## src/rtl/relm_ps2_ctrl_if.sv

```systemverilog
// Push/pop I/O port bundle of the ReLM PS/2 host controller ([WD] strobe/retry word format).
interface relm_ps2_ctrl_if #(
    parameter int unsigned WD = 32
);
    logic [WD:0] push_d;
    logic        push_retry;
    logic [WD:0] pop_d;
    logic [WD:0] pop_q;

    modport master (
        output push_d,
        output pop_d,
        input  push_retry,
        input  pop_q
    );

    modport slave (
        input  push_d,
        input  pop_d,
        output push_retry,
        output pop_q
    );
endinterface

```

## src/rtl/relm_ps2_ctrl.sv

```systemverilog
// PS/2 host controller: filtered RX into a scancode FIFO, host-to-device TX with inhibit/RTS.
// Host-to-device path is built only when RELM_PS2_TX_EN is defined.
module relm_ps2_ctrl #(
    parameter int unsigned WD          = 32,
    parameter int unsigned FILTER      = 8,
    parameter int unsigned WAF         = 4,
    parameter int unsigned INHIBIT_CYC = 5000,
    parameter int unsigned TIMEOUT_CYC = 100000
) (
    input  logic            clk,
    input  logic            rst_n,
    input  logic            ps2_clk_in,
    input  logic            ps2_dat_in,
    output logic            ps2_clk_oe_out,
    output logic            ps2_dat_oe_out,
    relm_ps2_ctrl_if.slave  io
);

    localparam int unsigned CntMax = (INHIBIT_CYC > TIMEOUT_CYC) ? INHIBIT_CYC : TIMEOUT_CYC;
    localparam int unsigned CntW   = $clog2(CntMax + 1);
    localparam int unsigned Depth  = 1 << WAF;

    typedef enum logic [2:0] {
        StIdle,
        StRx,
        StTxInhibit,
        StTx,
        StTxAck
    } state_e;

    // ------------------------------------------------------------------
    // Input synchronisers and glitch filters
    // ------------------------------------------------------------------
    logic [1:0]        clk_sync_q, dat_sync_q;
    logic [FILTER-1:0] clk_sh_q, dat_sh_q;
    logic              clk_f_q, dat_f_q;
    logic              fall;

    always_ff @(posedge clk or negedge rst_n) begin
        if (!rst_n) begin
            clk_sync_q <= '1;
            dat_sync_q <= '1;
            clk_sh_q   <= '1;
            dat_sh_q   <= '1;
            clk_f_q    <= 1'b1;
            dat_f_q    <= 1'b1;
        end else begin
            clk_sync_q <= {clk_sync_q[0], ps2_clk_in};
            dat_sync_q <= {dat_sync_q[0], ps2_dat_in};
            clk_sh_q   <= (clk_sh_q << 1) | FILTER'(clk_sync_q[1]);
            dat_sh_q   <= (dat_sh_q << 1) | FILTER'(dat_sync_q[1]);
            if (clk_sh_q == '0) begin
                clk_f_q <= 1'b0;
            end else if (&clk_sh_q) begin
                clk_f_q <= 1'b1;
            end
            if (dat_sh_q == '0) begin
                dat_f_q <= 1'b0;
            end else if (&dat_sh_q) begin
                dat_f_q <= 1'b1;
            end
        end
    end

    // Pulses in the cycle the filtered clock is about to drop.
    assign fall = clk_f_q & (clk_sh_q == '0);

    // ------------------------------------------------------------------
    // Frame FSM
    // ------------------------------------------------------------------
    state_e          state_q, state_d;
    logic [CntW-1:0] cnt_q, cnt_d;
    logic [3:0]      bcnt_q, bcnt_d;
    logic [8:0]      rx_sh_q, rx_sh_d;
    logic            rx_ok, set_err, timeout;

    assign timeout = (cnt_q == CntW'(TIMEOUT_CYC));

`ifdef RELM_PS2_TX_EN
    logic [9:0] tx_sh_q, tx_sh_d;
    logic       clk_oe_q, clk_oe_d;
    logic       dat_oe_q, dat_oe_d;
    logic       push_acc;

    assign push_acc = io.push_d[WD] & (state_q == StIdle) & ~fall;
`endif

    always_comb begin
        state_d = state_q;
        cnt_d   = cnt_q;
        bcnt_d  = bcnt_q;
        rx_sh_d = rx_sh_q;
        rx_ok   = 1'b0;
        set_err = 1'b0;
`ifdef RELM_PS2_TX_EN
        tx_sh_d  = tx_sh_q;
        clk_oe_d = clk_oe_q;
        dat_oe_d = dat_oe_q;
`endif
        unique case (state_q)
            StIdle: begin
                cnt_d = '0;
                if (fall && !dat_f_q) begin
                    state_d = StRx;
                    bcnt_d  = '0;
                end
`ifdef RELM_PS2_TX_EN
                else if (push_acc) begin
                    tx_sh_d  = {1'b1, ~^io.push_d[7:0], io.push_d[7:0]};
                    clk_oe_d = 1'b1;
                    cnt_d    = CntW'(INHIBIT_CYC);
                    state_d  = StTxInhibit;
                end
`endif
            end
            StRx: begin
                cnt_d = cnt_q + CntW'(1);
                if (fall) begin
                    cnt_d = '0;
                    if (bcnt_q == 4'd9) begin
                        // Stop bit: data+parity must carry odd parity
                        state_d = StIdle;
                        if (dat_f_q && (^rx_sh_q)) begin
                            rx_ok = 1'b1;
                        end else begin
                            set_err = 1'b1;
                        end
                    end else begin
                        rx_sh_d = {dat_f_q, rx_sh_q[8:1]};
                        bcnt_d  = bcnt_q + 4'd1;
                    end
                end else if (timeout) begin
                    set_err = 1'b1;
                    cnt_d   = '0;
                    state_d = StIdle;
                end
            end
`ifdef RELM_PS2_TX_EN
            StTxInhibit: begin
                if (cnt_q <= CntW'(1)) begin
                    // Request-to-send: pull data low as the clock is released
                    dat_oe_d = 1'b1;
                    clk_oe_d = 1'b0;
                    cnt_d    = '0;
                    bcnt_d   = '0;
                    state_d  = StTx;
                end else begin
                    cnt_d = cnt_q - CntW'(1);
                end
            end
            StTx: begin
                cnt_d = cnt_q + CntW'(1);
                if (fall) begin
                    cnt_d    = '0;
                    dat_oe_d = ~tx_sh_q[0];
                    tx_sh_d  = {1'b0, tx_sh_q[9:1]};
                    bcnt_d   = bcnt_q + 4'd1;
                    if (bcnt_q == 4'd9) begin
                        state_d = StTxAck;
                    end
                end else if (timeout) begin
                    set_err  = 1'b1;
                    clk_oe_d = 1'b0;
                    dat_oe_d = 1'b0;
                    cnt_d    = '0;
                    state_d  = StIdle;
                end
            end
            StTxAck: begin
                cnt_d = cnt_q + CntW'(1);
                if (fall) begin
                    set_err = dat_f_q;
                    cnt_d   = '0;
                    state_d = StIdle;
                end else if (timeout) begin
                    set_err  = 1'b1;
                    clk_oe_d = 1'b0;
                    dat_oe_d = 1'b0;
                    cnt_d    = '0;
                    state_d  = StIdle;
                end
            end
`endif
            default: begin
                cnt_d   = '0;
                state_d = StIdle;
            end
        endcase
    end

    always_ff @(posedge clk or negedge rst_n) begin
        if (!rst_n) begin
            state_q <= StIdle;
            cnt_q   <= '0;
            bcnt_q  <= '0;
            rx_sh_q <= '0;
        end else begin
            state_q <= state_d;
            cnt_q   <= cnt_d;
            bcnt_q  <= bcnt_d;
            rx_sh_q <= rx_sh_d;
        end
    end

`ifdef RELM_PS2_TX_EN
    always_ff @(posedge clk or negedge rst_n) begin
        if (!rst_n) begin
            tx_sh_q  <= '0;
            clk_oe_q <= 1'b0;
            dat_oe_q <= 1'b0;
        end else begin
            tx_sh_q  <= tx_sh_d;
            clk_oe_q <= clk_oe_d;
            dat_oe_q <= dat_oe_d;
        end
    end

    assign ps2_clk_oe_out = clk_oe_q;
    assign ps2_dat_oe_out = dat_oe_q;
    assign io.push_retry  = (state_q != StIdle) | fall;
`else
    assign ps2_clk_oe_out = 1'b0;
    assign ps2_dat_oe_out = 1'b0;
    assign io.push_retry  = 1'b0;
`endif

    // ------------------------------------------------------------------
    // Scancode FIFO and sticky flags
    // ------------------------------------------------------------------
    logic [7:0]   mem [Depth];
    logic [WAF-1:0] wptr_q, rptr_q;
    logic [WAF:0] fcnt_q, fcnt_d;
    logic         empty, full, pop_en, wr_en, set_ovf;
    logic         err_q, err_d, ovf_q, ovf_d;

    assign empty   = (fcnt_q == '0);
    assign full    = (fcnt_q == (WAF+1)'(Depth));
    assign pop_en  = io.pop_d[WD] & ~empty;
    // A pop in the same cycle frees the slot the incoming byte needs.
    assign wr_en   = rx_ok & (~full | pop_en);
    assign set_ovf = rx_ok & full & ~pop_en;
    assign fcnt_d  = fcnt_q + (WAF+1)'(wr_en) - (WAF+1)'(pop_en);

    always_comb begin
        err_d = err_q;
        ovf_d = ovf_q;
        if (io.pop_d[WD-1]) begin
            err_d = 1'b0;
            ovf_d = 1'b0;
        end
        if (set_err) begin
            err_d = 1'b1;
        end
        if (set_ovf) begin
            ovf_d = 1'b1;
        end
    end

    always_ff @(posedge clk or negedge rst_n) begin
        if (!rst_n) begin
            wptr_q <= '0;
            rptr_q <= '0;
            fcnt_q <= '0;
            err_q  <= 1'b0;
            ovf_q  <= 1'b0;
        end else begin
            if (wr_en) begin
                wptr_q <= wptr_q + WAF'(1);
            end
            if (pop_en) begin
                rptr_q <= rptr_q + WAF'(1);
            end
            fcnt_q <= fcnt_d;
            err_q  <= err_d;
            ovf_q  <= ovf_d;
        end
    end

    always_ff @(posedge clk) begin
        if (wr_en) begin
            mem[wptr_q] <= rx_sh_q[7:0];
        end
    end

    assign io.pop_q = {empty, ovf_q, err_q, (WD-10)'(0), mem[rptr_q]};

`ifdef RELM_PS2_TX_EN
    logic unused_bits;
    assign unused_bits = ^{io.pop_d[WD-2:0], io.push_d[WD-1:8]};
`else
    logic unused_bits;
    assign unused_bits = ^{io.pop_d[WD-2:0], io.push_d};
`endif

endmodule

```

## src/flat_wrapper.sv

```systemverilog
// flat-port wrapper written by rule: the top's interface ports become plain ports
module relm_ps2_ctrl_flat 
#(
    parameter int unsigned WD          = 32,
    parameter int unsigned FILTER      = 8,
    parameter int unsigned WAF         = 4,
    parameter int unsigned INHIBIT_CYC = 5000,
    parameter int unsigned TIMEOUT_CYC = 100000
)
  (clk, rst_n, ps2_clk_in, ps2_dat_in, ps2_clk_oe_out, ps2_dat_oe_out, io_push_d, io_pop_d, io_push_retry, io_pop_q);
  relm_ps2_ctrl_if #(.WD(WD)) io_i ();
  input  logic clk;
  input  logic rst_n;
  input  logic ps2_clk_in;
  input  logic ps2_dat_in;
  output logic ps2_clk_oe_out;
  output logic ps2_dat_oe_out;
  input wire logic [$bits(io_i.push_d)-1:0] io_push_d;
  input wire logic [$bits(io_i.pop_d)-1:0] io_pop_d;
  output wire logic [$bits(io_i.push_retry)-1:0] io_push_retry;
  output wire logic [$bits(io_i.pop_q)-1:0] io_pop_q;
  assign io_i.push_d = io_push_d;
  assign io_i.pop_d = io_pop_d;
  assign io_push_retry = io_i.push_retry;
  assign io_pop_q = io_i.pop_q;
  relm_ps2_ctrl #(.WD(WD), .FILTER(FILTER), .WAF(WAF), .INHIBIT_CYC(INHIBIT_CYC), .TIMEOUT_CYC(TIMEOUT_CYC)) u_core (.clk(clk), .rst_n(rst_n), .ps2_clk_in(ps2_clk_in), .ps2_dat_in(ps2_dat_in), .ps2_clk_oe_out(ps2_clk_oe_out), .ps2_dat_oe_out(ps2_dat_oe_out), .io(io_i));
endmodule
```

## config.mk

```make
export PLATFORM = sky130hd
export DESIGN_NAME = relm_ps2_ctrl_flat
export DESIGN_NICKNAME = d
export VERILOG_FILES = /design/src/rtl/relm_ps2_ctrl_if.sv /design/src/rtl/relm_ps2_ctrl.sv /design/src/flat_wrapper.sv
export SDC_FILE = /design/constraint.sdc
export NUM_CORES = 1
export LEC_CHECK = 0
export CORE_MARGIN = 2
export CORE_UTILIZATION = 55
export CTS_CLUSTER_DIAMETER = 40
export CTS_CLUSTER_SIZE = 28
export DETAILED_ROUTE_END_ITERATION = 7
export MAX_ROUTING_LAYER = met4
export PLACE_DENSITY = 0.76
export SYNTH_ARGS = -nofsm -noshare
export SYNTH_HDL_FRONTEND = slang
export SYNTH_SLANG_ARGS = --single-unit
```

## constraint.sdc

```tcl
create_clock -name clk -period 3.92 [get_ports clk]
set_clock_uncertainty 0.1 [all_clocks]
set_input_delay 0.98 -clock clk [delete_from_list [all_inputs] [get_ports clk]]
set_output_delay 0.98 -clock clk [all_outputs]
set_load 0.01 [all_outputs]
```

==> flow_summary.ini, run 1 <==
[route]
drc_errors = 0
vias = 4042
drtIter0Drc = 407
totalWireLength_mm = 13.8
drt_first_pass_iters = 4
postRouteAntennaNets = 0
wl_per_cell_um = 19.7
vias_per_cell = 5.76

[power]
p_seq_frac = 0.497
clkPwrFrac = 0.373
switching_power_uw = 1120
p_leak_uw = 0.00340
ir_drop_mv = 0.368
pwr-share-comb = 0.130
power.internal_uw = 3620
power_uw = 4740
p_per_area_nw_per_um2 = 524
swShare = 0.236

[grt]
gr-total-overflow = 0
grt_pass1_vias = 4137
grtUsageTotal = 0.193
grt_max_degree = 39
grt_pass1_wl_mm = 22.2
antenna_found_initial = 0

[synthesis]
ys.warnings.count = 0
netlist_instances = 483
ys_seq_area_frac = 0.680
avgSynthCellArea_um2 = 17.0
syn_area_um2 = 8200
ys_ff_latch = 196
post_synth_num_cell_types = 46

[floorplanning]
placementRows = 44
core_um2 = 14500
start_util = 0.564
die_area_um2 = 15900
ios = 106
dieHeight_um = 126
die_x_um = 126

[critical_path]
critPathLaunchType = flip-flop
worstReg2RegEnd = u_core.mem[8][1]$_DFFE_PP_
crit_path_end_kind = output port
crit_required_ns = 2.84
critPathKind = flip-flop to output port
crit_arrival_ns = 2.66
reg2reg_from = u_core.rx_sh_q[5]$_DFFE_PN0P_
r2r_cells = 5
path_max_fanout = 35
r2r_setup_slack_ns = 0.64

[timing]
hold_violations = 0
slew_headroom = 0.512
whs_ns = 0.256
tightest_slew_ns = 0.732
min_period_ns = 3.74
maxSlewViolCount = 0
fin_setup_tns_ns = 0
fin_crit_sh = 0.955
max_freq_mhz = 267
setup_viol = 0
grt_setup_unrepaired = false

[clock_network]
cts_buffers = 17
clkLatencyLatePin_ns = 0.43
cts_num_sinks = 196
holdBufCountCts = 0
cts_tree = yes
htree_levels = 4
cts_root_buffer = clkbuf_16
cts_max_path_buffers = 2
ctsResizeCount = 0
cts.reportedPaths.clkPinSlew_ns = 0.06
postCtsSetupBuffers = 0

[final_layout]
layout_common_cells = 128 x edfxtp_1, 45 x dfrtp_1, 40 x mux4_2
layout.nets = 591
utilization = 0.623
diodes = 0
syn_to_final_growth_pct = 10.5
mostFrequentLayoutCell = edfxtp_1
drive_above_1_share = 0.220

[run_status]
outcome = completed

[worst_hold_path]
hold-path-cell-count = 0
holdPathEnd = u_core.clk_sh_q[0]$_DFF_PN1_
hold_start = u_core.clk_sync_q[1]$_DFF_PN1_
hp-class = flip-flop to flip-flop

[place]
port_buffers = 16
dp_hpwl_mm = 8.59
gp_congestion = 0.808

[run]
maxCapViolations = 0
==> flip-flops by register name (all words and copies together) (netlist names) <==
signal and flops:
u_core.rptr_q 4, u_core.wptr_q 4, u_core.bcnt_q 4, u_core.rx_sh_q 9, u_core.dat_sh_q 8, u_core.state_q 1
u_core.clk_sync_q 2, u_core.cnt_q 17, u_core.dat_f_q 1, u_core.clk_sh_q 8, u_core.mem 128, u_core.fcnt_q 5
u_core.dat_sync_q 2, u_core.clk_f_q 1, u_core.ovf_q 1, u_core.err_q 1
==> power by group through the flow <==
stage | sequential [uW] | clock (uW) | combinational [uW]
floorplan | 2330 | 0 | 558
global placement | 2400 | 0 | 619
detailed placement | 2400 | 0 | 635
CTS | 2360 | 1810 | 630
global route | 2370 | 1890 | 689
finish | 2360 | 1770 | 615
==> layer usage <==
metal	routed length [um]	GRT usage
met1	5640	0.248
met2	7140	0.308
met3	910	0.0531
met4	146	0.0504
met5	0	-
==> worst max path at each step <==
stage,to,slack [ns],start
floorplan,io_pop_q[0],1.00,u_core.rptr_q[0]$_DFFE_PN0P_
global placement,u_core.fcnt_q[4]$_DFF_PN0_,0.47,io_pop_d[32]
detailed placement,u_core.fcnt_q[4]$_DFF_PN0_,0.41,io_pop_d[32]
CTS,io_pop_q[6],0.12,u_core.rptr_q[0]$_DFFE_PN0P_
global route,io_pop_q[5],0.08,u_core.rptr_q[0]$_DFFE_PN0P_
finish,io_pop_q[6],0.18,u_core.rptr_q[0]$_DFFE_PN0P_
==> metrics by stage <==
step / std cells / worst slack (ns) / area, um^2
finish: 702 / 0.176 / 9060
CTS: 702 / 0.124 / 9060
floorplan: 507 / 1.00 / 8290
global route: 702 / 0.0822 / 9060
global placement: 670 / 0.472 / 8460
detailed placement: 670 / 0.408 / 8460
==> cell families (layout without fill, tap and decap cells) <==
group | Yosys count | in the layout | share of synthesized area
compound gates | 22 | 22 | 0.0174
xor+xnor | 32 | 32 | 0.0377
fa+ha+maj | 16 | 16 | 0.0253
buf+inv | 58 | 69 | 0.0427
flops | 196 | 196 | 0.680
mux | 51 | 51 | 0.125
other cells | 1 | 25 | 0.000457
simple gates | 107 | 107 | 0.0719
==> area by class of cell <==
cell class | instances | area (um^2)
clock inverter | 12 | 161
fill | 1014 | 5480
timing repair buffer | 24 | 240
sequential | 196 | 5570
clock buffer | 20 | 437
tap | 184 | 230
multi-input combinational | 253 | 2370
inverter | 13 | 48.8
==> critical path, stage by stage, from the launching register on <==
cell             delay (ns)
dfrtp_2                0.37
buf_12                 0.26
mux4_2                 0.57
mux4_2                 0.49
clkdlybuf4s50_1        0.50
==> Yosys cell counts, drive strengths merged <==
library cell	n	area [um^2]
nor4b	1	8.76
or4b	1	10.0
mux2	11	124
nor4	4	37.5
a22o	3	26.3
mux4	40	901
edfxtp	128	3840
o21ai	4	20.0
nand2b	3	18.8
o31ai	1	7.51
a211o	1	8.76
a21o	2	15.0
conb	1	3.75
buf	40	283
nor2	28	105
fa	1	20.0
nor2b	6	37.5
xor2	16	140
o22ai	2	12.5
or2	1	6.26
a21oi	6	30.0
and4	5	43.8
a41oi	1	8.76
dfrtp	46	1150
nand4	10	62.6
clkbuf	5	18.8
xnor3	1	22.5
inv	13	48.8
and3	18	113
a31oi	1	6.26
dfstp	22	578
nand2	16	62.6
nor3	4	20.0
nand4b	3	26.3
ha	15	188
xnor2	15	146
or4	1	7.51
o21a	1	7.51
nand3	6	30.0
(Power assumes the default switching activity.)
==> run 2: changes to the inputs <==
CORE_MARGIN = 5   (was 2)
==> run 2 against run 1 <==
Against the previous run:
- setup slack got worse by 0.081 ns
- sequential power about the same
- global-route usage decreased by 1.7 points
- clock power decreased by 9%
- first-iteration DRC count decreased by 12%
- design area decreased by 0.12%
- worst hold slack about the same
- final cell count increased by 0.43%
- core utilization decreased by 0.31 points
- critical path depth unchanged
- count of clock-buffer cells in the layout increased by 4
- largest cell class unchanged
- highest routed layer unchanged
==> flow_summary.ini, run 2 (synthesized netlist as in run 1, its figures left out) <==
[grt]
grt_pass1_vias = 4221
grt_pass1_wl_mm = 22.8
grtUsageTotal = 0.175
antenna_found_initial = 0
grt_max_degree = 39
gr-total-overflow = 0

[clock_network]
postCtsSetupBuffers = 0
cts.reportedPaths.clkPinSlew_ns = 0.06
cts_root_buffer = clkbuf_16
ctsResizeCount = 0
clkLatencyLatePin_ns = 0.44
htree_levels = 4
cts_num_sinks = 196
cts_tree = yes
holdBufCountCts = 0
cts_buffers = 17
cts_max_path_buffers = 2

[power]
p_per_area_nw_per_um2 = 511
ir_drop_mv = 0.378
p_leak_uw = 0.00339

[place]
dp_hpwl_mm = 9.15
dpl.cell_count = 673
gp_congestion = 0.784
port_buffers = 16

[final_layout]
mostFrequentLayoutCell = edfxtp_1
syn_to_final_growth_pct = 10.3
utilization = 0.620
largest_reg_flops = 128
regMostFlops = u_core.mem
largestRegisters = u_core.mem (128), u_core.cnt_q (17), u_core.rx_sh_q (9)
layout_common_cells = 128 x edfxtp_1, 45 x dfrtp_1, 40 x mux4_2
final_cells = 705
diodes = 0
layout.nets = 594
drive_above_1_share = 0.228

[timing]
slew_headroom = 0.431
max_freq_mhz = 261
whs_ns = 0.256
hold_violations = 0
grt_setup_unrepaired = false
setup_viol = 0
fin_setup_tns_ns = 0
maxSlewViolCount = 0
min_period_ns = 3.83
tightest_slew_ns = 0.853
fin_crit_sh = 0.976

[route]
drt_first_pass_iters = 5
wl_per_cell_um = 19.9
totalWireLength_mm = 14.1
drc_errors = 0
vias_per_cell = 5.68
vias = 4003
postRouteAntennaNets = 0
drtIter0Drc = 359

[floorplanning]
die_x_um = 132
start_util = 0.562
ios = 106
dieHeight_um = 132
core_um2 = 14600
placementRows = 44
die_area_um2 = 17500

[critical_path]
crit_chain = buf_4 > mux4_2 > mux4_2 > clkdlybuf4s50_1
crit_top_cell = mux4_2
crit_path_end_kind = output port
slowest_delay_ns = 0.56
crit_arrival_ns = 2.75
crit_path_top_delay_cell = dfrtp_2
critPathKind = flip-flop to output port
critPathLaunchType = flip-flop
crit_required_ns = 2.84
path_max_fanout = 10

[worst_hold_path]
hp-class = flip-flop to flip-flop

[run_status]
outcome = completed

[run]
maxCapViolations = 0
[run 2: cell count changes in the layout (fill, tap and decap cells not counted), sizes merged]
cell,before,now
bufinv,4,0
inv,13,14
clkinv,7,4
clkbuf,20,24
clkinvlp,1,3
buf,9,12
[run 2: cell type report]
type / count / area, um^2
Clock buffer: 24 / 503
Clock inverter: 8 / 48.8
Fill cell: 1037 / 5540
Inverter: 13 / 48.8
Multi-Input combinational cell: 253 / 2370
Sequential cell: 196 / 5570
Tap cell: 184 / 230
Timing Repair Buffer: 27 / 275
[run 2: metal layers]
layer  vias to the layer above  global-route usage  wire length [um]
met3                        24              0.0378               683
met4                         0              0.0691               310
li1                       1828                   -                 -
met5                         -                   -                 0
met1                      2044               0.228              5970
met2                       107               0.273              7100
[run 2: power by group]
part           switching (uW)  total [uW]  internal (uW)
registers                 123        2380           2260
logic                     295         628            333
clock network             718        1610            895
total                    1140        4620           3490
[run 2: through the flow]
step | cell area (um^2) | setup WS [ns] | power (uW)
final | 9050 | 0.0945 | 4620
after detailed placement | 8500 | 0.446 | 3070
after global routing | 9050 | 0.00827 | 4830
after floorplan | 8290 | 1.00 | 2890
after global placement | 8500 | 0.471 | 3050
after CTS | 9050 | 0.0435 | 4680
[run 2: critical path: cells and delay by family (launching register included)]
family,cells,cell delay (ns)
buffers and inverters,2,0.73
DFF,1,0.56
muxes,2,1.01
[run 2: worst paths after layout]
path | start | endpoint | slack [ns] | depth (start not counted)
max in group asynchronous | rst_n | u_core.clk_f_q$_DFFE_PN1P_ | 2.35 | 2
min in group asynchronous | rst_n | u_core.fcnt_q[2]$_DFF_PN0_ | 0.55 | 1
setup reg to reg | u_core.rx_sh_q[2]$_DFFE_PN0P_ | u_core.fcnt_q[4]$_DFF_PN0_ | 0.67 | 10
setup / recovery | u_core.rptr_q[0]$_DFFE_PN0P_ | io_pop_q[6] | 0.09 | 4
hold / removal | u_core.dat_sync_q[0]$_DFF_PN1_ | u_core.dat_sync_q[1]$_DFF_PN1_ | 0.26 | 0
hold reg to reg | u_core.dat_sync_q[0]$_DFF_PN1_ | u_core.dat_sync_q[1]$_DFF_PN1_ | 0.26 | 0
